===== src/rtl/bin2bcd_seq.sv =====
// Sequential double-dabble binary-to-BCD converter with start/busy/done handshake.
// Optional BIN2BCD_AUTO_START_EN: re-convert automatically whenever bin_i changes.
module bin2bcd_seq #(
  parameter int unsigned BIN_WIDTH = 16,
  parameter int unsigned DIGITS    = 5
) (
  input  logic                  clk_i,
  input  logic                  reset_ni,
  input  logic [BIN_WIDTH-1:0]  bin_i,
  input  logic                  start_i,
  output logic                  busy_o,
  output logic                  done_o,
  output logic [4*DIGITS-1:0]   bcd_o,
  output logic                  overflow_o
);

  localparam int unsigned BcdW = 4 * DIGITS;
  localparam int unsigned CntW = $clog2(BIN_WIDTH + 1);

  function automatic longint unsigned max_dec(input int unsigned n);
    longint unsigned r;
    r = 64'd1;
    for (int unsigned i = 0; i < n; i++) r = r * 64'd10;
    return r - 64'd1;
  endfunction

  localparam longint unsigned MaxVal = max_dec(DIGITS);

  typedef enum logic [1:0] {StIdle, StShift, StDone} state_e;

  state_e               state_q, state_d;
  logic [BIN_WIDTH-1:0] shreg_q, shreg_d;
  logic [BcdW-1:0]      scratch_q, scratch_d;
  logic [CntW-1:0]      cnt_q, cnt_d;
  logic                 ovf_cap_q, ovf_cap_d;
  logic                 busy_q, busy_d;
  logic                 done_q, done_d;
  logic [BcdW-1:0]      bcd_q, bcd_d;
  logic                 ovf_q, ovf_d;

  logic                 start_fire;
  logic [BcdW-1:0]      adj;
  logic [BcdW-1:0]      scratch_nxt;

`ifdef BIN2BCD_AUTO_START_EN
  logic [BIN_WIDTH-1:0] last_bin_q, last_bin_d;
  logic                 last_valid_q, last_valid_d;
  logic                 unused_start_i;

  assign unused_start_i = start_i;
  assign start_fire     = !last_valid_q || (bin_i != last_bin_q);

  always_comb begin
    last_bin_d   = last_bin_q;
    last_valid_d = last_valid_q;
    if (state_q == StIdle && start_fire) begin
      last_bin_d   = bin_i;
      last_valid_d = 1'b1;
    end
  end

  always_ff @(posedge clk_i or negedge reset_ni) begin
    if (!reset_ni) begin
      last_bin_q   <= '0;
      last_valid_q <= 1'b0;
    end else begin
      last_bin_q   <= last_bin_d;
      last_valid_q <= last_valid_d;
    end
  end
`else
  assign start_fire = start_i;
`endif

  // Add-3 correction on every digit at once, ahead of the shift.
  always_comb begin
    adj = scratch_q;
    for (int unsigned i = 0; i < DIGITS; i++) begin
      if (scratch_q[4*i +: 4] >= 4'd5) adj[4*i +: 4] = scratch_q[4*i +: 4] + 4'd3;
    end
    scratch_nxt = {adj[BcdW-2:0], shreg_q[BIN_WIDTH-1]};
  end

  always_comb begin
    state_d   = state_q;
    shreg_d   = shreg_q;
    scratch_d = scratch_q;
    cnt_d     = cnt_q;
    ovf_cap_d = ovf_cap_q;
    busy_d    = busy_q;
    done_d    = 1'b0;
    bcd_d     = bcd_q;
    ovf_d     = ovf_q;
    unique case (state_q)
      StIdle: begin
        if (start_fire) begin
          state_d   = StShift;
          shreg_d   = bin_i;
          scratch_d = '0;
          cnt_d     = CntW'(BIN_WIDTH);
          ovf_cap_d = 64'(bin_i) > MaxVal;
          busy_d    = 1'b1;
        end
      end
      StShift: begin
        scratch_d = scratch_nxt;
        shreg_d   = {shreg_q[BIN_WIDTH-2:0], 1'b0};
        cnt_d     = cnt_q - CntW'(1);
        // Outputs are registered, so they load on the edge that enters DONE.
        if (cnt_q == CntW'(1)) begin
          state_d = StDone;
          done_d  = 1'b1;
          bcd_d   = ovf_cap_q ? {DIGITS{4'h9}} : scratch_nxt;
          ovf_d   = ovf_cap_q;
        end
      end
      StDone: begin
        state_d = StIdle;
        busy_d  = 1'b0;
      end
      default: state_d = StIdle;
    endcase
  end

  always_ff @(posedge clk_i or negedge reset_ni) begin
    if (!reset_ni) begin
      state_q   <= StIdle;
      shreg_q   <= '0;
      scratch_q <= '0;
      cnt_q     <= '0;
      ovf_cap_q <= 1'b0;
      busy_q    <= 1'b0;
      done_q    <= 1'b0;
      bcd_q     <= '0;
      ovf_q     <= 1'b0;
    end else begin
      state_q   <= state_d;
      shreg_q   <= shreg_d;
      scratch_q <= scratch_d;
      cnt_q     <= cnt_d;
      ovf_cap_q <= ovf_cap_d;
      busy_q    <= busy_d;
      done_q    <= done_d;
      bcd_q     <= bcd_d;
      ovf_q     <= ovf_d;
    end
  end

  assign busy_o     = busy_q;
  assign done_o     = done_q;
  assign bcd_o      = bcd_q;
  assign overflow_o = ovf_q;

endmodule


===== config.mk =====
export PLATFORM = sky130hd
export DESIGN_NAME = bin2bcd_seq
export DESIGN_NICKNAME = d
export VERILOG_FILES = /design/src/rtl/bin2bcd_seq.sv
export SDC_FILE = /design/constraint.sdc
export NUM_CORES = 1
export LEC_CHECK = 0
export CAP_MARGIN = 20
export CORE_ASPECT_RATIO = 1.4
export CORE_MARGIN = 5
export CORE_UTILIZATION = 40
export CTS_CLUSTER_DIAMETER = 100
export DETAILED_ROUTE_END_ITERATION = 12
export GPL_TIMING_DRIVEN = 0
export MAX_ROUTING_LAYER = met4
export SYNTH_ARGS = -nofsm -noshare
export SYNTH_HDL_FRONTEND = slang
export SYNTH_SLANG_ARGS = --single-unit

===== constraint.sdc =====
create_clock -name clk_i -period 2.3 [get_ports clk_i]
set_input_delay 0.23 -clock clk_i [delete_from_list [all_inputs] [get_ports clk_i]]
set_output_delay 0.23 -clock clk_i [all_outputs]
set_load 0.02 [all_outputs]

==> results.json <==
{
  "status": "finished, violations left",
  "violations": "negative hold slack",
  "crit_fanout": 10,
  "peakVddDrop_mv": 0.784,
  "pwr-share-clk_pct": 17.5,
  "p_int_uw": 3230,
  "pwr-share-seq_pct": 37.0,
  "grt_overflow": 0,
  "ys_types": 35,
  "yosys_warnings": 0,
  "ys_seq_elements": 65,
  "n_antenna_cell": 0,
  "synth_edf_count": 0,
  "fin_ws_ps": 378,
  "hold_violations": 24,
  "hp-class": "in2async",
  "nFillCells": 747,
  "setup_viol": 0,
  "clk_latency_ps": 340,
  "drc": 0,
  "grt_pass1_wl_um": 12400,
  "p_sw_uw": 2160,
  "yosys-top-cells-count": "dfrtp_1 (65), nand2_1 (45), o21ai_0 (29)",
  "grt_pass1_vias": 2518,
  "avgRoutedWirePerCell_um": 15.8,
  "core_um2": 7700,
  "drive_above_1_share_pct": 13.9,
  "synth_most_common_cell": "dfrtp_1",
  "cts_resized": 0,
  "critPathLaunchType": "flip-flop",
  "fmax_ghz": 0.520,
  "start_util_pct": 40.5,
  "grt_usage_pct": 16.6,
  "ys_seq_area_share_pct": 52.1,
  "cp_data_arrival_time_ps": 2150,
  "clk_pin_slew_ps": 70,
  "min_period_ps": 1920,
  "via_per_inst": 5.15,
  "wl_um": 7250,
  "comb_power_share_pct": 45.5,
  "routabilityCongestion": 0.767,
  "antenna_left": 0,
  "die-area_um2": 9690,
  "numCtsBuffers": 9,
  "row_count": 38,
  "critical_path_class": "reg2reg",
  "dr.pass1.iters": 4,
  "clock_sinks": 65,
  "postCtsSetupRepairBufs": 0,
  "ios": 42,
  "stdcell_count": 459,
  "area_delta_synth_final_pct": 22.9,
  "yosysTopAreaCell": "dfrtp_1",
  "p_leak_uw": 0.00168,
  "swShare_pct": 40.1,
  "synth_top_area_share_pct": 52.1,
  "die_h_um": 114,
  "ys_top_cells_by_area": "dfrtp_1 (52%), nand2_1 (5.4%), ha_1 (4.8%)",
  "rr_worst_depth": 6,
  "hold-worst-slack_ps": -12.0,
  "drv_slew": 0,
  "end_kind": "flip-flop",
  "final_util_pct": 49.8,
  "fin_area_um2": 3830,
  "dp_cells": 443,
  "worstPathRequired_ps": 2530,
  "period_share_pct": 83.6,
  "synthesis.nets": 334,
  "fin_skew_ps": 6.45,
  "place_area_um2": 3640,
  "vias": 2365,
  "async_reset_ff_share_pct": 100,
  "max-cap-violations": 0,
  "hold_buffers": 0,
  "worstSetupStartpoint": "cnt_q[1]",
  "cts_tree": "yes",
  "clockBufferDepth": 2,
  "avgSynthCellArea_um2": 10.3,
  "maxSlewHeadroom_pct": 45.2,
  "synth_flop_cell": "dfrtp_1",
  "drtIter0Drc": 80,
  "antenna_found_initial": 0,
  "die_width_um": 84.6,
  "rr_startpoint": "cnt_q[1]",
  "syn_inst": 303,
  "layout.nets": 385,
  "netlist_area_um2": 3120,
  "rsz0062_at_grt": "no",
  "place_ws_ps": 307,
  "tightest_slew_ps": 823,
  "power_density_nw_per_um2": 1410,
  "ctsHtreeMaxLevel": 3,
  "grt_max_degree": 66,
  "port_buffers": 40,
  "hpwl_um": 4870,
  "cts-root-buf": "clkbuf_8"
}
## critical path, stage by stage, from the launching register on
cell and delay [ps]:
dfrtp_1 400, inv_1 80, ha_1 150, nor4b_4 540, nand2_4 170, clkinv_4 160, mux2_4 310
## power groups by stage
stage	combinational, uW	sequential (uW)	clock [uW]
finish	2450	2000	943
detailed placement	2490	2010	0
CTS	2510	1990	968
global route	2750	2060	1030
global placement	2430	2000	0
floorplan	1470	2150	0
## layout by cell type (no fill, tap or decap), types with 4 or more instances in the layout
cell              n
clkdlybuf4s50_1  39
ha_1             12
nor3_1            5
and2_1            5
a22o_1            4
a31oi_1           9
o21ai_0          29
o21ai_1          15
or3b_2            5
nand3_1           5
clkbuf_8         13
mux2_4            5
nand2_1          45
a22oi_1          11
buf_2             5
inv_1            14
xnor2_1           5
nor3b_1           4
dfrtp_1          65
nand2b_1          7
mux2i_1           4
a21oi_1          15
o21ai_2           9
clkbuf_1          7
## cell type report
type                       count  area, um^2  area share [%]
inverter                      16        65.1            1.70
clock inverter                 2        10.0           0.261
sequential                    65        1630            42.4
buffer                        15        85.1            2.22
timing repair buffer          40         398            10.4
tap                          100         125            3.26
multi-input combinational    207        1340            35.0
clock buffer                  14         183            4.76
## flip-flops by register name, summed over array words and instances, names as in the netlist
name / flops
cnt_q: 5
done_o: 1
state_q: 2
busy_o: 1
bcd_o: 20
scratch_q: 20
shreg_q: 16
## final timing paths
| kind | slack [ps] | to |
|---|---|---|
| worst min-delay path | -10 | shreg_q[4] |
| worst max register to register | 380 | bcd_o[18] |
| worst max-delay path | 380 | bcd_o[18] |
| min in group clk_i | 470 | shreg_q[0] |
| max in group asynchronous | 1780 | scratch_q[5] |
| worst min register to register | 480 | bcd_o[5] |
## metal layers
layer	global-route usage [%]	part of all wire, %	vias up
met2	27.0	49	43
met1	20.0	44	1151
met4	6.34	1.6	0
met5	-	0	-
met3	4.18	4.6	10
li1	-	-	1161
## kinds of logic (layout without fill, tap and decap cells)
family / Yosys count / count (layout) / share of synthesized area [%]
compound gates: 96 / 96 / 18.7
xor+xnor: 5 / 5 / 1.40
fa+ha+maj: 12 / 12 / 4.81
buf+inv: 31 / 87 / 4.81
flops: 65 / 65 / 52.1
mux: 9 / 9 / 3.69
other cells: 1 / 1 / 0.120
simple gates: 84 / 84 / 14.4
## through the flow
stage / TNS [ps] / hold WS (ps) / total power (uW)
floorplan: 0 / -65.6 / 3620
global placement: -82670 / 464 / 4430
CTS: 0 / 9.40 / 5470
global route: 0 / 54.1 / 5840
detailed placement: 0 / 385 / 4500
finish: 0 / -12.0 / 5390
No activity file was read; power rests on OpenSTA's default activity.
